[config.mk]
export PLATFORM = sky130hd
export DESIGN_NAME = hazard_scoreboard
export DESIGN_NICKNAME = d
export VERILOG_FILES = /design/src/rtl/hazard_scoreboard_pkg.sv /design/src/rtl/hazard_fwd_sel.sv /design/src/rtl/hazard_scoreboard.sv
export SDC_FILE = /design/constraint.sdc
export NUM_CORES = 1
export LEC_CHECK = 0
export BUFFER_PORTS_ARGS = -buffer_cell sky130_fd_sc_hd__buf_4
export CORE_UTILIZATION = 46
export CTS_CLUSTER_DIAMETER = 40
export DETAILED_ROUTE_END_ITERATION = 8
export MAX_ROUTING_LAYER = met4
export PLACE_DENSITY = 0.67
export RECOVER_POWER = 50
export SETUP_SLACK_MARGIN = 0.05
export SLEW_MARGIN = 5
export SYNTH_ARGS = -nofsm -noshare
export SYNTH_HDL_FRONTEND = slang
export SYNTH_HIERARCHICAL = 1
export SYNTH_SLANG_ARGS = --single-unit
[constraint.sdc]
create_clock -name clk -period 4.8 [get_ports clk]
set_clock_uncertainty 0.1 [all_clocks]
set_input_delay 0.24 -clock clk [delete_from_list [all_inputs] [get_ports clk]]
set_output_delay 0.24 -clock clk [all_outputs]
set_load 0.01 [all_outputs]
[src/rtl/hazard_scoreboard_pkg.sv]
// Shared types and helpers for the multi-lane hazard scoreboard.
// Holds the forward-select encodings, the lane/select width functions and the defer FSM states.
package hazard_scoreboard_pkg;

    localparam logic [1:0] FWD_NONE = 2'b00;
    localparam logic [1:0] FWD_M    = 2'b01;
    localparam logic [1:0] FWD_W    = 2'b10;

    typedef enum logic {
        ST_RUN  = 1'b0,
        ST_HOLD = 1'b1
    } defer_state_e;

    // Lane-index field width; at least one bit even for a single lane.
    function automatic int lane_w(input int lanes);
        return (lanes <= 2) ? 1 : $clog2(lanes);
    endfunction

    function automatic int fwd_w(input int lanes);
        return 2 + lane_w(lanes);
    endfunction

endpackage

[src/rtl/hazard_fwd_sel.sv]
// Single-operand forwarding priority selector: M beats W, higher lane beats lower, r0 never forwards.
// Output is {stage code, source lane}.
module hazard_fwd_sel
    import hazard_scoreboard_pkg::*;
#(
    parameter int LANES  = 2,
    parameter int REG_AW = 5
) (
    input  logic [REG_AW-1:0]         src,
    input  logic [LANES-1:0]          regwrite_m,
    input  logic [LANES*REG_AW-1:0]   writereg_m,
    input  logic [LANES-1:0]          regwrite_w,
    input  logic [LANES*REG_AW-1:0]   writereg_w,
    output logic [fwd_w(LANES)-1:0]   sel
);

    localparam int LW = lane_w(LANES);

    // Later assignments override earlier ones, so scanning W then M in
    // ascending lane order gives M-over-W and younger-lane-wins priority.
    always_comb begin
        sel = '0;
        if (src != '0) begin
            for (int i = 0; i < LANES; i++) begin
                if (regwrite_w[i] && (writereg_w[i*REG_AW +: REG_AW] == src)) begin
                    sel = {FWD_W, LW'(i)};
                end
            end
            for (int i = 0; i < LANES; i++) begin
                if (regwrite_m[i] && (writereg_m[i*REG_AW +: REG_AW] == src)) begin
                    sel = {FWD_M, LW'(i)};
                end
            end
        end
    end

endmodule

[src/rtl/hazard_scoreboard.sv]
// Multi-lane hazard unit: forwarding, load-latency scoreboard, stall/flush generation,
// deferred mispredict flush across long stalls, and a saturating stall-cycle counter.
module hazard_scoreboard
    import hazard_scoreboard_pkg::*;
#(
    parameter int LANES    = 2,
    parameter int REG_AW   = 5,
    parameter int LOAD_LAT = 2,
    parameter int CNT_W    = 32
) (
    input  logic                           clk,
    input  logic                           resetn,
    input  logic                           i_cache_stall,
    input  logic                           d_cache_stall,
    input  logic                           alu_stallE,
    input  logic                           flush_jump_conflictE,
    input  logic                           flush_pred_failedM,
    input  logic                           flush_exceptionM,
    input  logic [LANES-1:0]               validD,
    input  logic [LANES*REG_AW-1:0]        rsD,
    input  logic [LANES*REG_AW-1:0]        rtD,
    input  logic [LANES-1:0]               mem_readD,
    input  logic [LANES-1:0]               regwriteD,
    input  logic [LANES*REG_AW-1:0]        writeregD,
    input  logic [LANES*REG_AW-1:0]        rsE,
    input  logic [LANES*REG_AW-1:0]        rtE,
    input  logic [LANES-1:0]               regwriteM,
    input  logic [LANES-1:0]               regwriteW,
    input  logic [LANES*REG_AW-1:0]        writeregM,
    input  logic [LANES*REG_AW-1:0]        writeregW,
    output logic                           stallF,
    output logic                           stallD,
    output logic                           stallE,
    output logic                           stallM,
    output logic                           stallW,
    output logic                           flushF,
    output logic                           flushD,
    output logic                           flushE,
    output logic                           flushM,
    output logic                           flushW,
    output logic                           longest_stall,
    output logic                           load_use_stall,
    output logic [LANES*fwd_w(LANES)-1:0]  forward_rsE,
    output logic [LANES*fwd_w(LANES)-1:0]  forward_rtE,
    output logic [CNT_W-1:0]               perf_stall_cnt,
    output defer_state_e                   defer_state
);

    localparam int FW   = fwd_w(LANES);
    localparam int CW   = $clog2(LOAD_LAT + 1);
    localparam int NREG = 1 << REG_AW;
    localparam logic [CW-1:0] LAT_V = CW'(LOAD_LAT);
    localparam logic [CW-1:0] ONE_V = CW'(1);

    logic [CW-1:0]        sb     [NREG];
    logic [CW-1:0]        sb_nxt [NREG];
    defer_state_e         state, state_nxt;
    logic                 ls, ls_mem, lu_raw, pred_eff, pred_flush, advance;
    logic [LANES*FW-1:0]  fwd_rs_raw, fwd_rt_raw;
    logic [CNT_W-1:0]     cnt;

    assign ls     = i_cache_stall | d_cache_stall | alu_stallE;
    assign ls_mem = i_cache_stall | d_cache_stall;
    assign longest_stall = ls;

    always_comb begin
        lu_raw = 1'b0;
        for (int i = 0; i < LANES; i++) begin
            if (validD[i]) begin
                if ((rsD[i*REG_AW +: REG_AW] != '0) && (sb[rsD[i*REG_AW +: REG_AW]] != '0)) lu_raw = 1'b1;
                if ((rtD[i*REG_AW +: REG_AW] != '0) && (sb[rtD[i*REG_AW +: REG_AW]] != '0)) lu_raw = 1'b1;
            end
        end
    end

    // Reset forces every flush high and every stall low so the pipe drains cleanly.
    assign load_use_stall = resetn & ~flush_exceptionM & lu_raw;
    assign stallF = resetn & ~flush_exceptionM & (ls | load_use_stall);
    assign stallD = resetn & (ls | load_use_stall);
    assign stallE = resetn & ls;
    assign stallM = resetn & ls_mem;
    assign stallW = resetn & ~flush_exceptionM & ls_mem;

    assign pred_eff   = flush_pred_failedM | (state == ST_HOLD);
    assign pred_flush = pred_eff & ~ls;

    assign flushF = ~resetn;
    assign flushD = ~resetn | flush_exceptionM | pred_eff | (flush_jump_conflictE & ~stallD);
    assign flushE = ~resetn | flush_exceptionM | ((pred_eff | load_use_stall) & ~ls);
    assign flushM = ~resetn | flush_exceptionM;
    assign flushW = ~resetn | flush_exceptionM;

    assign advance = ~stallD & ~flushD;

    // A counter still at LOAD_LAT belongs to a load sitting in E, which a
    // mispredict flush squashes; new entries override the decrement.
    always_comb begin
        for (int r = 0; r < NREG; r++) sb_nxt[r] = sb[r];
        if (flush_exceptionM) begin
            for (int r = 0; r < NREG; r++) sb_nxt[r] = '0;
        end else begin
            for (int r = 0; r < NREG; r++) begin
                if (pred_flush && (sb[r] == LAT_V)) sb_nxt[r] = '0;
                else if (!stallE && (sb[r] != '0)) sb_nxt[r] = sb[r] - ONE_V;
            end
            if (advance) begin
                for (int i = 0; i < LANES; i++) begin
                    if (validD[i] && mem_readD[i] && regwriteD[i] &&
                        (writeregD[i*REG_AW +: REG_AW] != '0)) begin
                        sb_nxt[writeregD[i*REG_AW +: REG_AW]] = LAT_V;
                    end
                end
            end
        end
    end

    always_ff @(posedge clk) begin
        if (!resetn) begin
            for (int r = 0; r < NREG; r++) sb[r] <= '0;
        end else begin
            for (int r = 0; r < NREG; r++) sb[r] <= sb_nxt[r];
        end
    end

    always_comb begin
        state_nxt = state;
        case (state)
            ST_RUN:  if (flush_pred_failedM && ls && !flush_exceptionM) state_nxt = ST_HOLD;
            ST_HOLD: if (flush_exceptionM || !ls) state_nxt = ST_RUN;
            default: state_nxt = ST_RUN;
        endcase
    end

    always_ff @(posedge clk) begin
        if (!resetn) state <= ST_RUN;
        else         state <= state_nxt;
    end

    assign defer_state = state;

    always_ff @(posedge clk) begin
        if (!resetn)                     cnt <= '0;
        else if (stallD && (cnt != '1))  cnt <= cnt + CNT_W'(1);
    end

    assign perf_stall_cnt = cnt;

    for (genvar g = 0; g < LANES; g++) begin : g_fwd
        hazard_fwd_sel #(.LANES(LANES), .REG_AW(REG_AW)) u_rs (
            .src        (rsE[g*REG_AW +: REG_AW]),
            .regwrite_m (regwriteM),
            .writereg_m (writeregM),
            .regwrite_w (regwriteW),
            .writereg_w (writeregW),
            .sel        (fwd_rs_raw[g*FW +: FW])
        );
        hazard_fwd_sel #(.LANES(LANES), .REG_AW(REG_AW)) u_rt (
            .src        (rtE[g*REG_AW +: REG_AW]),
            .regwrite_m (regwriteM),
            .writereg_m (writeregM),
            .regwrite_w (regwriteW),
            .writereg_w (writeregW),
            .sel        (fwd_rt_raw[g*FW +: FW])
        );
    end

    assign forward_rsE = resetn ? fwd_rs_raw : '0;
    assign forward_rtE = resetn ? fwd_rt_raw : '0;

endmodule

# Word-level counts from Yosys, hierarchy flattened
# Memory sizes are Yosys's and may differ from the RTL's.
# Index checks and enable logic that the tools add are counted.
[totals]
register_bits = 33
latch_bits = 0
ramBits = 64
mem_bits_ro = 0
inputBits = 88
output_inout_bits = 57
wordCells = 471
n_memories = 1
[memory_table]
columns = ["name", "depth", "width", "rd", "rd_clocked_by_memory_dff", "write_ports", "line", "rtl"]
rows = [
  ["sb", 32, 2, 36, 0, 32, "hazard_scoreboard.sv:55", "logic [CW-1:0] sb [NREG];"],
]
[op_classes]
add_sub_neg = 33
n_mul = 0
n_div = 0
magnitude_cmp = 4
eq_ne = 49
n_shift = 0
n_mux = 171
n_bitwise = 66
reduce_logical = 145
[ops]
columns = ["operator", "count"]
rows = [
  ["64-bit two-way mux", 6],
  ["2-bit two-way mux", 130],
  ["1-bit logical AND", 95],
  ["5-bit == test", 16],
  ["2-bit nonzero test", 36],
  ["32-bit bitwise AND", 2],
  ["2-bit == test, second input constant", 32],
  ["32-bit NOT", 2],
  ["32-bit OR", 2],
  ["2-bit by 1-bit subtractor with 2-bit output, second input constant", 32],
  ["3-bit two-way mux", 20],
  ["5-bit nonzero test", 10],
  ["1-bit OR", 41],
  ["32-bit by 1-bit adder with 32-bit output, second input constant", 1],
  ["32-bit != test, second input constant", 1],
  ["2-bit demux with 5-bit select", 2],
  ["6-bit >= comparator, second input constant", 2],
  ["6-bit by 1-bit < comparator with 1-bit output, second input constant", 2],
  ["6-bit two-way mux", 2],
  ["5-bit NOT with 6-bit output", 2],
  ["1-bit bitwise AND", 11],
  ["1-bit two-way mux", 10],
  ["1-bit NOT", 6],
  ["1-bit zero test", 3],
  ["other kinds (2)", 2],
]

# Depth between registers and ports, before layout
# Gate-level depths: netlist of the first run.
# An unclocked memory read counts as a cell.
[logic_depth]
ltp_word = 24
ltp_mapped = 15
ltp_nobuf = 10

# Cells and area by module
# Netlist of the first run, hierarchy kept.
[by_module_without_submodules]
columns = ["mod", "n_inst", "cells_per_inst", "area_each_um2", "seq_area_each_um2"]
rows = [
  ["hazard_scoreboard", 1, 944, 7238.2, 1901.8],
  ["hazard_fwd_sel", 4, 38, 324.1, 0.0],
]

# Least setup slack after synthesis of the first run
# OpenSTA, ideal clock, no wires.
[synth_timing]
path_kind = "register to register"
from = "memory sb[24][1] in the netlist's numbering"
to = "register cnt[1], in the netlist perf_stall_cnt[1]"
setup_time_ps = 132
arrival_time_ps = 2508
t_required_ps = 4568
slack_ps = 2060
path_stages_with_launch = 13
path_buffers = 2
period_less_slack_ps = 2740
cell_sequence = "dfxtp_1 nor3_1 a21oi_1 or3b_1 a21oi_1 nor3_1 or4_4 a21oi_4 a21o_1 buf_2 buf_4 mux2i_1 nor2_1"
[synth_rtl]
columns = ["item", "line", "rtl"]
rows = [
  ["start: declaration", "hazard_scoreboard.sv:55", ""],
  ["end signal: assignment", "hazard_scoreboard.sv:143", "else if (stallD && (cnt != '1)) cnt <= cnt + CNT_W'(1);"],
  ["end: declaration", "hazard_scoreboard.sv:60", "logic [CNT_W-1:0] cnt;"],
]

==> results_dict.tcl, run 1 <==
set metrics [dict create \
    status "finished with violations" \
    violations "DRC, capacitance limit, slew limit" \
    post-route-period-util_pct 84.1 \
    grt-ovfl-total 0 \
    drive_gt1_share_pct 13.3 \
    place.gp.congestion 0.929 \
    grt_max_degree 57 \
    hold_viol 0 \
    clk_latency_ns 0.36 \
    postCtsHoldBufs 0 \
    routedWlPerCell_um 16.7 \
    cts_setup_buffers 0 \
    grt_usage_pct 25.2 \
    io_pins 145 \
    final_cell_mix "nand2_1 (148), buf_4 (103), dfxtp_1 (95), nor2_1 (85), inv_1 (70)" \
    syn2layout_area_growth_pct 12.8 \
    core_area_um2 18100 \
    setup_viol 0 \
    crit_chain "nor2_1 -> a21oi_1 -> a211oi_1 -> o32ai_1 -> nor4b_1 -> or4_2 -> a21oi_4 -> and3_1 -> nand2_1 -> and3_1" \
    synth-adder-area-share_pct 9.24 \
    clk_pin_slew_ns 0.07 \
    initial_core_util_pct 47.2 \
    crit_arrival_ns 4.19 \
    cts_tree "done" \
    slowest_delay_ns 1.07 \
    rsz0062_at_grt "false" \
    n_fill_cell 1767 \
    die_h_um 138 \
    dp_hpwl_mm 18.1 \
    finalCriticalPeriod_ns 4.04 \
    diodes 0 \
    tns_ns 0 \
    ys_seq_area_share_pct 22.3 \
    grt_pass1_wl_mm 37.4 \
    design.die.area_um2 19100 \
    hold_path_depth 3 \
    path_class "reg2reg" \
    htreeDepth 3 \
    p_leak_nw 3.63 \
    synth_compound_area_share_pct 15.9 \
    wl_met2_mm 10.7 \
    clock_path_buffers 2 \
    row_count 49 \
    place_inst 1404 \
    antenna_found_initial 0 \
    cts_buffers 9 \
    drt_first_pass_iters 7 \
    die_w_um 138 \
    syn_nets 1247 \
    ir_drop_uv 171 \
    wl_mm 23.7 \
    remaining_drc_errors 11 \
    dr_wl_met3_mm 1.48 \
    num_vias 8234 \
    maxSlewViolCount 70 \
    start_kind "flop" \
    yosysWarnings 6 \
    crit_fanout 31 \
    first_global_vias 7309 \
    route.antenna.remaining_nets 0 \
    yosys.area_share.simple_pct 25.5 \
    drt_iter0_drc 760 \
    maxCapViolations 2 \
    top_layer_used "met4" \
    cpMaxStageDelayCell "and3_1" \
    synthArstFlopShare_pct 0 \
    via_per_inst 5.80 \
    synth-xor-area-share_pct 11.5 \
    syn_area_um2 8530 \
    post_cts_resize_count 0 \
    ys_types 65 \
    synth_edf_count 0 \
    cts.sinks 95 \
    final_common_cell "nand2_1" \
    nets 1337 \
    ys_seq_elements 95 \
    worstMarginPinSlew_ns 1.81 \
    crit_top_cell "and3_1" \
    wl_met1_mm 11.3 \
    portBuffers 144 \
    fin_cells 1420 \
    synthFlopType "dfxtp_1" \
    syn-instance-count 1096 \
    power_density_nw_per_um2 194 \
    slew_headroom_pct -20.9 \
    crit_path_end_kind "flop" \
    cts-root-buf "clkbuf_16" \
    required_ns 4.95 \
    clock.fmax_mhz 248 \
    muxShareOfSynthArea_pct 7.24 \
    r2r_cells 10 \
    min_path_type "in2reg" \
    avgSynthCellArea_um2 7.79 \
    synth_top_family_by_area "simple AND/OR/NAND/NOR gates" \
]
==> critical path, delay by kind of cell (launching register included) <==
kind / cells / cell delay [ns]
AO/OA/AOI/OAI: 4 / 0.80
flip-flops: 1 / 0.34
AND/OR/NAND/NOR: 6 / 2.66
==> cell usage after synthesis (11+ instances only) <==
| master | count | area, um^2 |
|---|---|---|
| clkbuf_1 | 27 | 101 |
| or4_1 | 12 | 90.1 |
| xor2_1 | 49 | 429 |
| ha_1 | 63 | 788 |
| mux4_2 | 16 | 360 |
| nor2_1 | 86 | 323 |
| buf_6 | 14 | 158 |
| and2_1 | 13 | 81.3 |
| o22ai_1 | 30 | 188 |
| and3_1 | 38 | 238 |
| nor3_1 | 28 | 140 |
| nand2b_1 | 14 | 87.6 |
| o31ai_1 | 16 | 120 |
| buf_4 | 15 | 113 |
| inv_1 | 70 | 263 |
| a21oi_1 | 69 | 345 |
| o211ai_1 | 23 | 173 |
| nor4_1 | 16 | 100 |
| nand3_1 | 29 | 145 |
| dfxtp_1 | 95 | 1900 |
| nand2_1 | 148 | 556 |
| mux2i_1 | 22 | 220 |
| nand4_1 | 16 | 100 |
| xnor2_1 | 63 | 552 |
| o21ai_0 | 11 | 55.1 |
==> through the flow <==
| step | hold WS [ns] | power [mW] | util [%] | setup WS (ns) | instance area [um^2] |
|---|---|---|---|---|---|
| 4_1_cts | 0.0868 | 1.89 | 54.2 | 0.985 | 9800 |
| 3_3_place_gp | 0.378 | 1.17 | 52.6 | 0.977 | 9510 |
| 6_report | 0.0835 | 1.87 | 53.2 | 0.762 | 9630 |
| 2_1_floorplan | 0.325 | 1.05 | - | 2.06 | 8530 |
| 3_5_place_dp | 0.389 | 1.17 | 52.6 | 0.998 | 9510 |
| 5_1_grt | 0.0882 | 1.95 | 53.2 | 0.573 | 9630 |
==> area by class of cell <==
class | instances | area, um^2 | area share, %
Sequential cell | 95 | 1900 | 19.8
Multi-Input combinational cell | 857 | 5920 | 61.5
Clock inverter | 7 | 70.1 | 0.728
Clock buffer | 9 | 225 | 2.34
Timing Repair Buffer | 149 | 947 | 9.84
Tap cell | 229 | 287 | 2.98
Inverter | 74 | 278 | 2.88
==> cell families (layout without fill, tap and decap cells) <==
family | count (synthesis) | after routing
XOR/XNOR | 112 | 112
adder cells (fa/ha/maj) | 63 | 63
flip-flops | 95 | 95
multiplexers | 40 | 40
AO/OA/AOI/OAI | 206 | 206
AND/OR/NAND/NOR | 436 | 436
buffers and inverters | 144 | 239
==> layer usage <==
| metal | track usage (%) | vias to the layer above |
|---|---|---|
| met2 | 39.3 | 268 |
| met3 | 4.05 | 26 |
| met4 | 5.85 | 0 |
| met5 | - | - |
| li1 | - | 4044 |
| met1 | 34.1 | 3896 |
==> sequential cells by signal, summed over array words and instances, names as in the netlist <==
register,flops
sb,62
perf_stall_cnt,32
defer_state,1
==> report_power, final <==
group | total [mW] | switching, mW | leakage [nW] | internal, mW
clock | 0.727 | 0.360 | 0.142 | 0.367
sequential | 0.795 | 0.00422 | 0.765 | 0.791
combinational | 0.349 | 0.208 | 2.72 | 0.141
total | 1.87 | 0.572 | 3.63 | 1.30
==> path summary, 6_finish.rpt <==
path / startpoint / endpoint / slack [ns]
worst max register to register: sb[14][1] / sb[22][0] / 0.76
worst max-delay path: sb[14][1] / sb[22][0] / 0.76
worst min-delay path: flush_pred_failedM / defer_state / 0.08
worst min register to register: perf_stall_cnt[5] / perf_stall_cnt[5] / 0.39
No activity file was read; power rests on OpenSTA's default activity.
==> run 2: changes to the inputs <==
==> constraint.sdc (replaced) <==
create_clock -name clk -period 4.2 [get_ports clk]
set_clock_uncertainty 0.1 [all_clocks]
set_input_delay 0.21 -clock clk [delete_from_list [all_inputs] [get_ports clk]]
set_output_delay 0.21 -clock clk [all_outputs]
set_load 0.01 [all_outputs]
==> run 2 against run 1 <==
Against the previous run:
- the run still ends with DRC, capacitance limit, slew limit left
- global-route usage up 0.32 points
- total power increased by 18%
- core utilization grew 0.26 points
- count of clock-buffer cells in the layout is the same
- die area unchanged
- hold slack lost 0.045 ns
- final cell count is essentially flat
- worst setup slack got worse by 0.021 ns
- non-clock buffer count increased by 1
- critical path type is now in2out
- largest cell class unchanged
- highest routed layer unchanged
==> results_dict.tcl, run 2 (synthesized netlist as in run 1, its figures left out) <==
set metrics [dict create \
    status "finished with violations" \
    violations "DRC, capacitance limit, slew limit" \
    grt_pass1_wl_mm 38.1 \
    crit_arrival_ns 3.15 \
    post-route-period-util_pct 82.4 \
    top_register "sb" \
    worstReg2RegStart "sb[26][1]" \
    cts.sinks 95 \
    via_per_inst 5.80 \
    maxSlewViolCount 37 \
    syn2layout_area_growth_pct 13.4 \
    min_path_type "in2reg" \
    num_vias 8235 \
    critical_path.top_delay_family "buffers and inverters" \
    portBuffers 144 \
    die_h_um 138 \
    swShare_pct 30.0 \
    die_w_um 138 \
    htreeDepth 3 \
    cts-root-buf "clkbuf_16" \
    path_class "in2out" \
    remaining_drc_errors 12 \
    final_common_cell "nand2_1" \
    p_sw_uw 663 \
    power_mw 2.21 \
    core_area_um2 18100 \
    crit_start "resetn" \
    worstMarginPinSlew_ns 1.52 \
    diodes 0 \
    final_cell_mix "nand2_1 (148), buf_4 (107), dfxtp_1 (95), nor2_1 (85), inv_1 (70)" \
    slowest_delay_ns 1.08 \
    cpMaxStageDelayCell "clkbuf_1" \
    dp_hpwl_mm 17.9 \
    drt_first_pass_iters 7 \
    crit_fanout 38 \
    clkPwrFrac_pct 40.8 \
    grt_usage_pct 25.5 \
    power_density_nw_per_um2 229 \
    hp-start "flush_pred_failedM" \
    post_cts_resize_count 0 \
    combinationalPowerShare_pct 18.2 \
    postCtsHoldBufs 0 \
    first_global_vias 7613 \
    finalCriticalPeriod_ns 3.46 \
    cts_tree "done" \
    largest_reg_flops 62 \
    route.antenna.remaining_nets 0 \
    worst-path-buf-inv 6 \
    grt_max_degree 57 \
    cts_setup_buffers 0 \
    initial_core_util_pct 47.2 \
    setup_viol 0 \
    maxCapViolations 1 \
    io_pins 145 \
    row_count 49 \
    required_ns 3.89 \
    grt-ovfl-total 0 \
    fin_util_pct 53.5 \
    power_report.internal_total_mw 1.55 \
    seqPwrFrac_pct 41.0 \
    routedWlPerCell_um 16.7 \
    slew_headroom_pct -1.36 \
    rsz0062_at_grt "false" \
    fin_hold_ws_ns 0.0389 \
    cts_buffers 9 \
    place.gp.congestion 1.02 \
    design.die.area_um2 19100 \
    nets 1338 \
    clock_path_buffers 2 \
    crit_chain "clkbuf_1 -> inv_1 -> clkbuf_1 -> nor2_1 -> inv_1 -> buf_4 -> a311o_1 -> buf_4" \
    clk_latency_ns 0.36 \
    clk_pin_slew_ns 0.08 \
    tns_ns 0 \
    crit_path_end_kind "primary output" \
    clock.fmax_mhz 289 \
    p_leak_nw 3.66 \
    start_kind "primary input" \
    wl_mm 23.8 \
    drive_gt1_share_pct 13.6 \
    ir_drop_uv 215 \
    antenna_found_initial 0 \
    drt_iter0_drc 672 \
    hold_viol 0 \
]
==> run 2: power by group through the flow <==
stage / clock network (mW) / registers (mW) / logic [mW]
global route: 0.954 / 0.909 / 0.436
detailed placement: 0 / 0.930 / 0.405
finish: 0.903 / 0.908 / 0.402
CTS: 0.919 / 0.908 / 0.406
global placement: 0 / 0.930 / 0.402
floorplan: 0 / 0.931 / 0.264
==> run 2: cell type report <==
| cell class | instances | area [um^2] |
|---|---|---|
| clock buffer | 9 | 225 |
| multi-input combinational | 857 | 5920 |
| sequential | 95 | 1900 |
| inverter | 74 | 278 |
| fill | 1768 | 8410 |
| timing repair buffer | 150 | 966 |
| clock inverter | 7 | 95.1 |
| tap | 229 | 287 |
==> run 2: tightest hold or removal path, stage by stage <==
cell	delay, ns
buf_4	0.08
nor2_1	0.06
nor3_1	0.11
==> run 2: final timing paths <==
path                        endpoint  slack, ns  cells after the start
setup / recovery              flushD       0.74                      8
hold reg to reg   perf_stall_cnt[17]       0.39                      2
hold / removal           defer_state       0.04                      3
setup reg to reg   perf_stall_cnt[1]       0.95                     11
==> run 2: metal layers <==
metal | part of all wire (%) | vias to the layer above | track usage (%)
li1 | - | 4049 | -
met1 | 46 | 3885 | 33.7
met2 | 46 | 271 | 39.8
met3 | 6.3 | 30 | 4.26
met4 | 1.5 | 0 | 7.98
met5 | 0 | - | -
==> run 2: per-stage QoR <==
| step | instance area [um^2] | instances | setup slack, ns |
|---|---|---|---|
| after floorplan | 8530 | 1096 | 1.46 |
| after global placement | 9520 | 1405 | 1.02 |
| after detailed placement | 9520 | 1405 | 1.00 |
| after CTS | 9840 | 1421 | 0.993 |
| after global routing | 9680 | 1421 | 0.408 |
| final | 9680 | 1421 | 0.740 |
